<file path="src/rtl/b1_dec_pkg.sv">
// b1_dec_pkg: shared types and helpers for the b1 line-symbol decoder.
// Symbol layout is {pd, pe, pf, pg} with pd in bit 3.
package b1_dec_pkg;

    typedef enum logic {
        HUNT   = 1'b0,
        LOCKED = 1'b1
    } state_t;

    localparam int PD = 3;
    localparam int PE = 2;
    localparam int PF = 1;
    localparam int PG = 0;

    // A code word is legal when pd and pg differ and pe/pf are never both set.
    function automatic logic sym_legal(input logic [3:0] sym);
        return (sym[PD] ^ sym[PG]) & ~(sym[PE] & sym[PF]);
    endfunction

    // Recover {c, ne, ab}; ab only carries information when a equals b (ne = 0).
    function automatic logic [2:0] sym_decode(input logic [3:0] sym);
        logic ne;
        ne = sym[PE];
        return {sym[PD], ne, (ne ? 1'b0 : (sym[PF] ^ sym[PD]))};
    endfunction

endpackage

</file>
<file path="src/rtl/b1_dec_fifo.sv">
// b1_dec_fifo: generic 2-entry valid/ready FIFO. Ready and valid come straight
// from the occupancy register, so there is no combinational in-to-out path.
module b1_dec_fifo #(
    parameter int WIDTH = 3
) (
    input  logic             clk,
    input  logic             rst_n,
    input  logic             in_valid,
    output logic             in_ready,
    input  logic [WIDTH-1:0] in_data,
    output logic             out_valid,
    input  logic             out_ready,
    output logic [WIDTH-1:0] out_data
);

    logic [WIDTH-1:0] r_mem [2];
    logic             r_wr_ptr;
    logic             r_rd_ptr;
    logic [1:0]       r_cnt;
    logic             w_push;
    logic             w_pop;

    assign in_ready  = (r_cnt != 2'd2);
    assign out_valid = (r_cnt != 2'd0);
    assign out_data  = r_mem[r_rd_ptr];
    assign w_push    = in_valid & in_ready;
    assign w_pop     = out_valid & out_ready;

    // Storage, pointers and occupancy; simultaneous push/pop keeps occupancy.
    always_ff @(posedge clk or negedge rst_n) begin
        if (!rst_n) begin
            r_mem[0] <= '0;
            r_mem[1] <= '0;
            r_wr_ptr <= 1'b0;
            r_rd_ptr <= 1'b0;
            r_cnt    <= 2'd0;
        end else begin
            if (w_push) begin
                r_mem[r_wr_ptr] <= in_data;
                r_wr_ptr        <= ~r_wr_ptr;
            end
            if (w_pop) begin
                r_rd_ptr <= ~r_rd_ptr;
            end
            case ({w_push, w_pop})
                2'b10:   r_cnt <= r_cnt + 2'd1;
                2'b01:   r_cnt <= r_cnt - 2'd1;
                default: r_cnt <= r_cnt;
            endcase
        end
    end

endmodule

</file>
<file path="src/rtl/b1_dec.sv">
// b1_dec: b1 symbol checker, lock/hunt framing FSM and decoded-field output.
// Optional feature: define B1_DEC_ERRCNT_EN to build the saturating error
// counter and its clr_err input; otherwise err_count is tied to zero.
module b1_dec
    import b1_dec_pkg::*;
#(
    parameter int LOCK_CNT   = 4,
    parameter int UNLOCK_CNT = 2,
    parameter int ERR_W      = 8
) (
    input  logic             clk,
    input  logic             rst_n,
    input  logic             in_valid,
    output logic             in_ready,
    input  logic [3:0]       in_sym,
    output logic             out_valid,
    input  logic             out_ready,
    output logic [2:0]       out_data,
    output logic             locked,
    output logic             sym_err,
    input  logic             clr_err,
    output logic [ERR_W-1:0] err_count
);

    localparam int GOOD_W = $clog2(LOCK_CNT + 1);
    localparam int BAD_W  = $clog2(UNLOCK_CNT + 1);
    localparam logic [GOOD_W-1:0] GOOD_LAST = GOOD_W'(LOCK_CNT - 1);
    localparam logic [BAD_W-1:0]  BAD_LAST  = BAD_W'(UNLOCK_CNT - 1);

    state_t            r_state;
    state_t            w_state_nxt;
    logic [GOOD_W-1:0] r_good_cnt;
    logic [GOOD_W-1:0] w_good_nxt;
    logic [BAD_W-1:0]  r_bad_cnt;
    logic [BAD_W-1:0]  w_bad_nxt;
    logic              r_sym_err;
    logic              w_fifo_in_ready;
    logic              w_accept;
    logic              w_legal;
    logic              w_push;
    logic              w_err_inc;

    assign in_ready  = w_fifo_in_ready;
    assign w_accept  = in_valid & w_fifo_in_ready;
    assign w_legal   = sym_legal(in_sym);
    assign w_push    = w_accept & w_legal & (r_state == LOCKED);
    assign w_err_inc = w_accept & ~w_legal & (r_state == LOCKED);
    assign locked    = (r_state == LOCKED);
    assign sym_err   = r_sym_err;

    // Framing state and run-length counters.
    always_ff @(posedge clk or negedge rst_n) begin
        if (!rst_n) begin
            r_state    <= HUNT;
            r_good_cnt <= '0;
            r_bad_cnt  <= '0;
        end else begin
            r_state    <= w_state_nxt;
            r_good_cnt <= w_good_nxt;
            r_bad_cnt  <= w_bad_nxt;
        end
    end

    // Next-state: count legal runs in HUNT, illegal runs in LOCKED.
    always_comb begin
        w_state_nxt = r_state;
        w_good_nxt  = r_good_cnt;
        w_bad_nxt   = r_bad_cnt;
        if (w_accept) begin
            case (r_state)
                HUNT: begin
                    if (!w_legal) begin
                        w_good_nxt = '0;
                    end else if (r_good_cnt == GOOD_LAST) begin
                        w_state_nxt = LOCKED;
                        w_good_nxt  = '0;
                    end else begin
                        w_good_nxt = r_good_cnt + GOOD_W'(1);
                    end
                end
                LOCKED: begin
                    if (w_legal) begin
                        w_bad_nxt = '0;
                    end else if (r_bad_cnt == BAD_LAST) begin
                        w_state_nxt = HUNT;
                        w_bad_nxt   = '0;
                    end else begin
                        w_bad_nxt = r_bad_cnt + BAD_W'(1);
                    end
                end
                default: w_state_nxt = HUNT;
            endcase
        end
    end

    // One-cycle error pulse for any illegal accepted symbol, either state.
    always_ff @(posedge clk or negedge rst_n) begin
        if (!rst_n) begin
            r_sym_err <= 1'b0;
        end else begin
            r_sym_err <= w_accept & ~w_legal;
        end
    end

`ifdef B1_DEC_ERRCNT_EN
    logic [ERR_W-1:0] r_err_count;

    // Saturating count of illegal symbols seen while locked; clear has priority.
    always_ff @(posedge clk or negedge rst_n) begin
        if (!rst_n) begin
            r_err_count <= '0;
        end else if (clr_err) begin
            r_err_count <= '0;
        end else if (w_err_inc && (r_err_count != {ERR_W{1'b1}})) begin
            r_err_count <= r_err_count + ERR_W'(1);
        end
    end

    assign err_count = r_err_count;
`else
    logic w_unused_err;
    assign w_unused_err = clr_err ^ w_err_inc;
    assign err_count    = '0;
`endif

    b1_dec_fifo #(
        .WIDTH(3)
    ) u_fifo (
        .clk      (clk),
        .rst_n    (rst_n),
        .in_valid (w_push),
        .in_ready (w_fifo_in_ready),
        .in_data  (sym_decode(in_sym)),
        .out_valid(out_valid),
        .out_ready(out_ready),
        .out_data (out_data)
    );

endmodule

</file>
<file path="config.mk">
export PLATFORM = sky130hd
export DESIGN_NAME = b1_dec
export DESIGN_NICKNAME = d
export VERILOG_FILES = /design/src/rtl/b1_dec_pkg.sv /design/src/rtl/b1_dec_fifo.sv /design/src/rtl/b1_dec.sv
export SDC_FILE = /design/constraint.sdc
export NUM_CORES = 1
export LEC_CHECK = 0
export CORE_MARGIN = 4
export CORE_UTILIZATION = 46
export DETAILED_ROUTE_END_ITERATION = 6
export PLACE_DENSITY = 0.84
export RECOVER_POWER = 50
export SETUP_SLACK_MARGIN = 0.1
export SLEW_MARGIN = 10
export SYNTH_ARGS = -nofsm -noshare
export SYNTH_HDL_FRONTEND = slang
export SYNTH_SLANG_ARGS = --single-unit
</file>
<file path="constraint.sdc">
create_clock -name clk -period 2 [get_ports clk]
set_input_delay 0.4 -clock clk [delete_from_list [all_inputs] [get_ports clk]]
set_output_delay 0.4 -clock clk [all_outputs]
set_load 0.02 [all_outputs]
</file>
Yosys cells after proc, flatten, opt, wreduce, memory -nomap -nowiden
Index checks and enable logic that the tools add are counted.
- register bits: 17
- output and inout port bits: 15
- word-level logic and storage cells: 60
- bitwise operators: 17
- mux-type cells: 17
- add/sub/neg operators: 4
- reduce and logical (&&, ||, !) cells: 5
- equal/unequal tests: 5
- order comparisons: 3
- operators with widths (kind ; count):
    3-bit two-way mux ; 6
    1-bit AND ; 8
    6-bit bitwise mux ; 1
    1-bit two-way mux ; 5
    1-bit inverter ; 5
    2-bit by 1-bit adder with 2-bit output (second input constant) ; 2
    2-bit by 1-bit == test with 1-bit output (second input constant) ; 2
    2-bit greater-or-equal comparator (second input constant) ; 2
    2-bit two-way mux ; 2
    1-bit inverter with 2-bit output ; 2
    2-bit one-hot mux with 2 select lines ; 1
    2-bit AND reduction ; 2
    2-bit nonzero test ; 2
    3-bit by 1-bit adder with 3-bit output (second input constant) ; 1
    3-bit demux with 1-bit select ; 1
    3-bit by 2-bit == test with 1-bit output (second input constant) ; 1
    2-bit == test (second input constant) ; 1
    2-bit by 1-bit < comparator with 1-bit output (second input constant) ; 1
    2-bit != test (second input constant) ; 1
    1-bit one-hot mux with 2 select lines ; 1
    2-bit by 1-bit subtractor with 2-bit output (second input constant) ; 1
    1-bit bitwise XOR ; 2
    1-bit logical AND ; 1

Depth between registers and ports, before layout
- word-level depth: 8
- mapped depth: 8
- depth with buffers taken out: 7

Modules after synthesis
From an unflattened synthesis, not the netlist that was laid out.
- cell total of the unflattened synthesis: 75
- area, all modules: 922.1 um2
- modules (own cells, without submodules) (module ; cells an instance ; area each (um2) ; sequential area each (um2) ; times used):
    b1_dec_fifo ; 32 ; 488.0 ; 250.2 ; 1
    b1_dec ; 43 ; 434.2 ; 175.2 ; 1

Worst setup path after synthesis
No wires, ideal clock.
- path type: reg2reg
- start point: reg u_fifo.r_cnt[0]
- end point: reg u_fifo.r_cnt[1]
- cell stages (with the launch flop): 6
- slack: 0.415 ns
- required time: 1.921 ns
- arrival time: 1.505 ns
- cells stage by stage: dfrtp_1 or2_2 and2_1 ha_1 nor2_1 xor2_1
- RTL lines (item ; RTL line ; text):
    start, declared ; b1_dec_fifo.sv:19 ; logic [1:0] r_cnt;
    start signal, assigned ; b1_dec_fifo.sv:46 ; 2'b10: r_cnt <= r_cnt + 2'd1;
    start signal, assigned ; b1_dec_fifo.sv:47 ; 2'b01: r_cnt <= r_cnt - 2'd1;
    start signal, assigned ; b1_dec_fifo.sv:48 ; default: r_cnt <= r_cnt;
    2-bit nonzero test * ; b1_dec_fifo.sv:24 ; assign out_valid = (r_cnt != 2'd0);
    named net out_valid ; b1_dec.sv:16 ; output logic out_valid,
    1-bit AND * ; b1_dec_fifo.sv:27 ; assign w_pop = out_valid & out_ready;
    named net u_fifo.w_pop ; b1_dec_fifo.sv:21 ; logic w_pop;
    2-bit by 1-bit == test with 1-bit output or 2-bit == test (tied branches) ; b1_dec_fifo.sv:45 ; case ({w_push, w_pop})
    2-bit one-hot mux with 2 select lines or 2-bit nonzero test (tied branches) ; n/a ;
Mark *: on every way through the listed nets, which the timed path passes. The rest lies on a longest branch.
A chain may end at the register's enable or synchronous reset.

Worst setup path in the final report
- start point: in in_sym[3]
- end point: reg u_fifo.r_cnt[1]
- cells in the longest elaborated chain, start to end: 7
- RTL lines (item ; RTL line ; text):
    start, declared ; b1_dec.sv:15 ; input logic [3:0] in_sym,
    1-bit bitwise XOR * ; b1_dec_pkg.sv:17 ; return (sym[PD] ^ sym[PG]) & ~(sym[PE] & sym[PF]);
    1-bit AND * ; b1_dec_pkg.sv:17 ;
    1-bit AND * (2 in series) ; b1_dec.sv:46 ; assign w_push = w_accept & w_legal & (r_state == LOCKED);
    1-bit AND * ; b1_dec_fifo.sv:26 ; assign w_push = in_valid & in_ready;
    2-bit by 1-bit == test with 1-bit output or 2-bit == test (tied branches) ; b1_dec_fifo.sv:45 ;
    2-bit one-hot mux with 2 select lines or 2-bit nonzero test (tied branches) ; n/a ;
Every way passes the cells marked *; elsewhere a longest branch is shown, timed or not.

==> results.cfg <==
[final_layout]
nFillCells = 161
drive_above_1_share_pct = 20.6
area_growth_pct = 21.3
layout.cells.non_filler = 122
multi_input_area_um2 = 403
finalNetCount = 109
n_antenna_cell = 0
seq_area_um2 = 427
fin_area_mm2 = 0.00106

[logic_synthesis]
postSynth.asyncResetShare_pct = 100
yosys_register_bits = 17
synth_cell_types = 30
ys.flop_type = dfrtp_1
yosys.area.top_type_share_pct = 48.7
synth_area_per_cell_um2 = 11.6
yosys_warnings = 0
ys_seq_area_share_pct = 48.7
synth_edf_count = 0
yosys.cell_count.top_type = dfrtp_1
synth_common_cells = 17 x dfrtp_1, 8 x buf_4, 6 x mux2_2, 6 x nor2_1, 4 x xnor2_1
synth_top_cell_by_area = dfrtp_1
syn-cell-area_um2 = 873
synthTopCellsByArea = dfrtp_1 49%, mux2_2 7.7%, buf_4 6.9%
synthCells = 75

[routing]
dr.first_iter.drc_count = 6
ant_nets = 0
viasPerCell = 4.83
drc = 0
vias = 589
finalWirelength_um = 1610
wire_per_inst_um = 13.2
first_pass_iters = 4

[setup_path]
cp_max_fo = 2
r2r_setup_slack_ns = 0.30
critPathLaunch = in_sym[3]
critPathCaptureType = flip-flop
worst_r2r_path_depth = 6
worstReg2RegStart = u_fifo.r_cnt[0]
r2r-end = u_fifo.r_cnt[1]
arrival_ns = 2.06
path_class = in -> reg
crit_path_end = u_fifo.r_cnt[1]
cp.required_ns = 2.22
critPathLaunchType = input pin

[floorplan]
rows = 15
dieHeight_um = 51.6
start_util_pct = 49.5
ios = 24
die_area_mm2 = 0.00266
die_x_um = 51.6
core_area_mm2 = 0.00176

[timing]
finalHoldViolCount = 0
finalSetupViolCount = 0
period_share_pct = 92.2
max_slew_margin_pct = 41.9
period_minus_slack_ns = 1.84
fmax_mhz = 543
finalSetupTns_ns = 0
finClkSkew_ns = 0.00819
rsz0062_at_grt = no
tightestPinTransition_ns = 0.871
slew_viol_final = 0

[cts]
path_clk_slew_ns = 0.10
cts_sinks = 17
worstSkewPairLatency_ns = 0.29
hold_buffers = 0
clk_path_buf_depth = 2
htree_levels = 1
cts_tree = done
cts_root_buf = clkbuf_4
cts_buffers = 3

[place]
dp_hpwl_um = 1260
io_buffers = 14
dpl.cell_count = 118
gp_congestion = 0.732
place_area_mm2 = 0.00104

[global_route]
grt_usage_pct = 14.7
grt_max_degree = 18
grt_pass1_wl_um = 2730
grt_pass1_vias = 604
antenna_found_initial = 0
grt.overflow.total = 0

[pwr]
powerDensity_mw_per_mm2 = 976
p_leak_uw = 0.000525
ir_drop_uv = 549

[hold_path]
worstHoldPathType = reg -> reg

[run_status]
status = finished clean

[run]
drv_cap = 0
==> timing repair <==
item,4_1_cts,5_1_grt
endpoints found under the setup margin,5,0
resized for setup,6,0
setup buffers,0,0
==> report_power, final <==
part	internal, µW	total, µW	switching (µW)
logic	169	348	178
registers	423	500	76.8
clock network	74.4	187	112
==> worst min path at each step <==
stage / from / to / slack (ns) / cells past startpoint
floorplan: rst_n / locked / 0.10 / 0
global placement: u_fifo.r_mem[0] / u_fifo.r_mem[0] / 0.47 / 1
detailed placement: u_fifo.r_mem[0] / u_fifo.r_mem[0] / 0.48 / 1
CTS: rst_n / sym_err / 0.40 / 2
global route: u_fifo.r_mem[0] / u_fifo.r_mem[0] / 0.51 / 1
finish: u_fifo.r_cnt[1] / u_fifo.r_cnt[1] / 0.49 / 1
==> cell usage in the layout (no fill, tap or decap), types with 2 or more instances in the layout <==
| master | netlist | final |
|---|---|---|
| a22o_1 | 2 | 2 |
| buf_4 | 8 | 4 |
| clkbuf_1 | 0 | 2 |
| clkbuf_4 | 0 | 3 |
| clkdlybuf4s50_1 | 0 | 7 |
| conb_1 | 1 | 8 |
| dfrtp_1 | 17 | 16 |
| dlygate4sd2_1 | 0 | 5 |
| dlygate4sd3_1 | 0 | 2 |
| ha_1 | 2 | 2 |
| mux2_1 | 3 | 3 |
| mux2_2 | 6 | 6 |
| nand2_1 | 3 | 3 |
| nor2_1 | 6 | 6 |
| xnor2_1 | 4 | 4 |
| xor2_1 | 3 | 3 |
==> registers in the layout, indices dropped and copies added (netlist names) <==
signal,flops
u_fifo.r_mem,6
r_good_cnt,3
r_bad_cnt,2
u_fifo.r_cnt,2
locked,1
sym_err,1
u_fifo.r_rd_ptr,1
u_fifo.r_wr_ptr,1
==> worst max-delay path: stages <==
cell           delay [ns]
dlygate4sd3_1        0.58
xor2_1               0.21
and2_2               0.19
nand2_1              0.09
ha_1                 0.31
nor2_1               0.13
xor2_1               0.15
==> routing by layer <==
| metal | share of wire [%] | up-vias | wire length [µm] | GRT usage (%) |
|---|---|---|---|---|
| met5 | 0 | - | 0 | 0 |
| met4 | 4.0 | 0 | 65 | 11.8 |
| met3 | 5.5 | 6 | 89 | 3.72 |
| met2 | 50 | 17 | 800 | 23.5 |
| met1 | 41 | 285 | 659 | 16.5 |
| li1 | - | 281 | - | - |
==> metrics by stage <==
step	util, %	hold WS [ns]	setup slack [ns]	total power, µW
floorplan	-	0.104	0.415	761
global placement	59.2	0.467	-0.00298	855
detailed placement	59.2	0.477	-0.0428	876
CTS	60.5	0.402	0.198	1050
global route	60.1	0.512	0.117	1110
finish	60.1	0.494	0.157	1030
==> cell families after synthesis <==
| group | share of synthesized area, % |
|---|---|
| muxes | 11.6 |
| adders and majority gates | 2.86 |
| and+or+nand+nor | 15.6 |
| AOI/OAI and AO/OA | 5.59 |
| xor gates and xnor gates | 7.02 |
| other | 0.429 |
| DFF | 48.7 |
| buffers and inverters | 8.17 |
==> final cells by class <==
cell class / count / area share (%)
Sequential cell: 17 / 40.3
Multi-Input combinational cell: 56 / 38.0
Timing Repair Buffer: 20 / 16.2
Tap cell: 25 / 2.95
Clock buffer: 3 / 2.13
Clock inverter: 1 / 0.472
No activity file was read; power rests on OpenSTA's default activity.
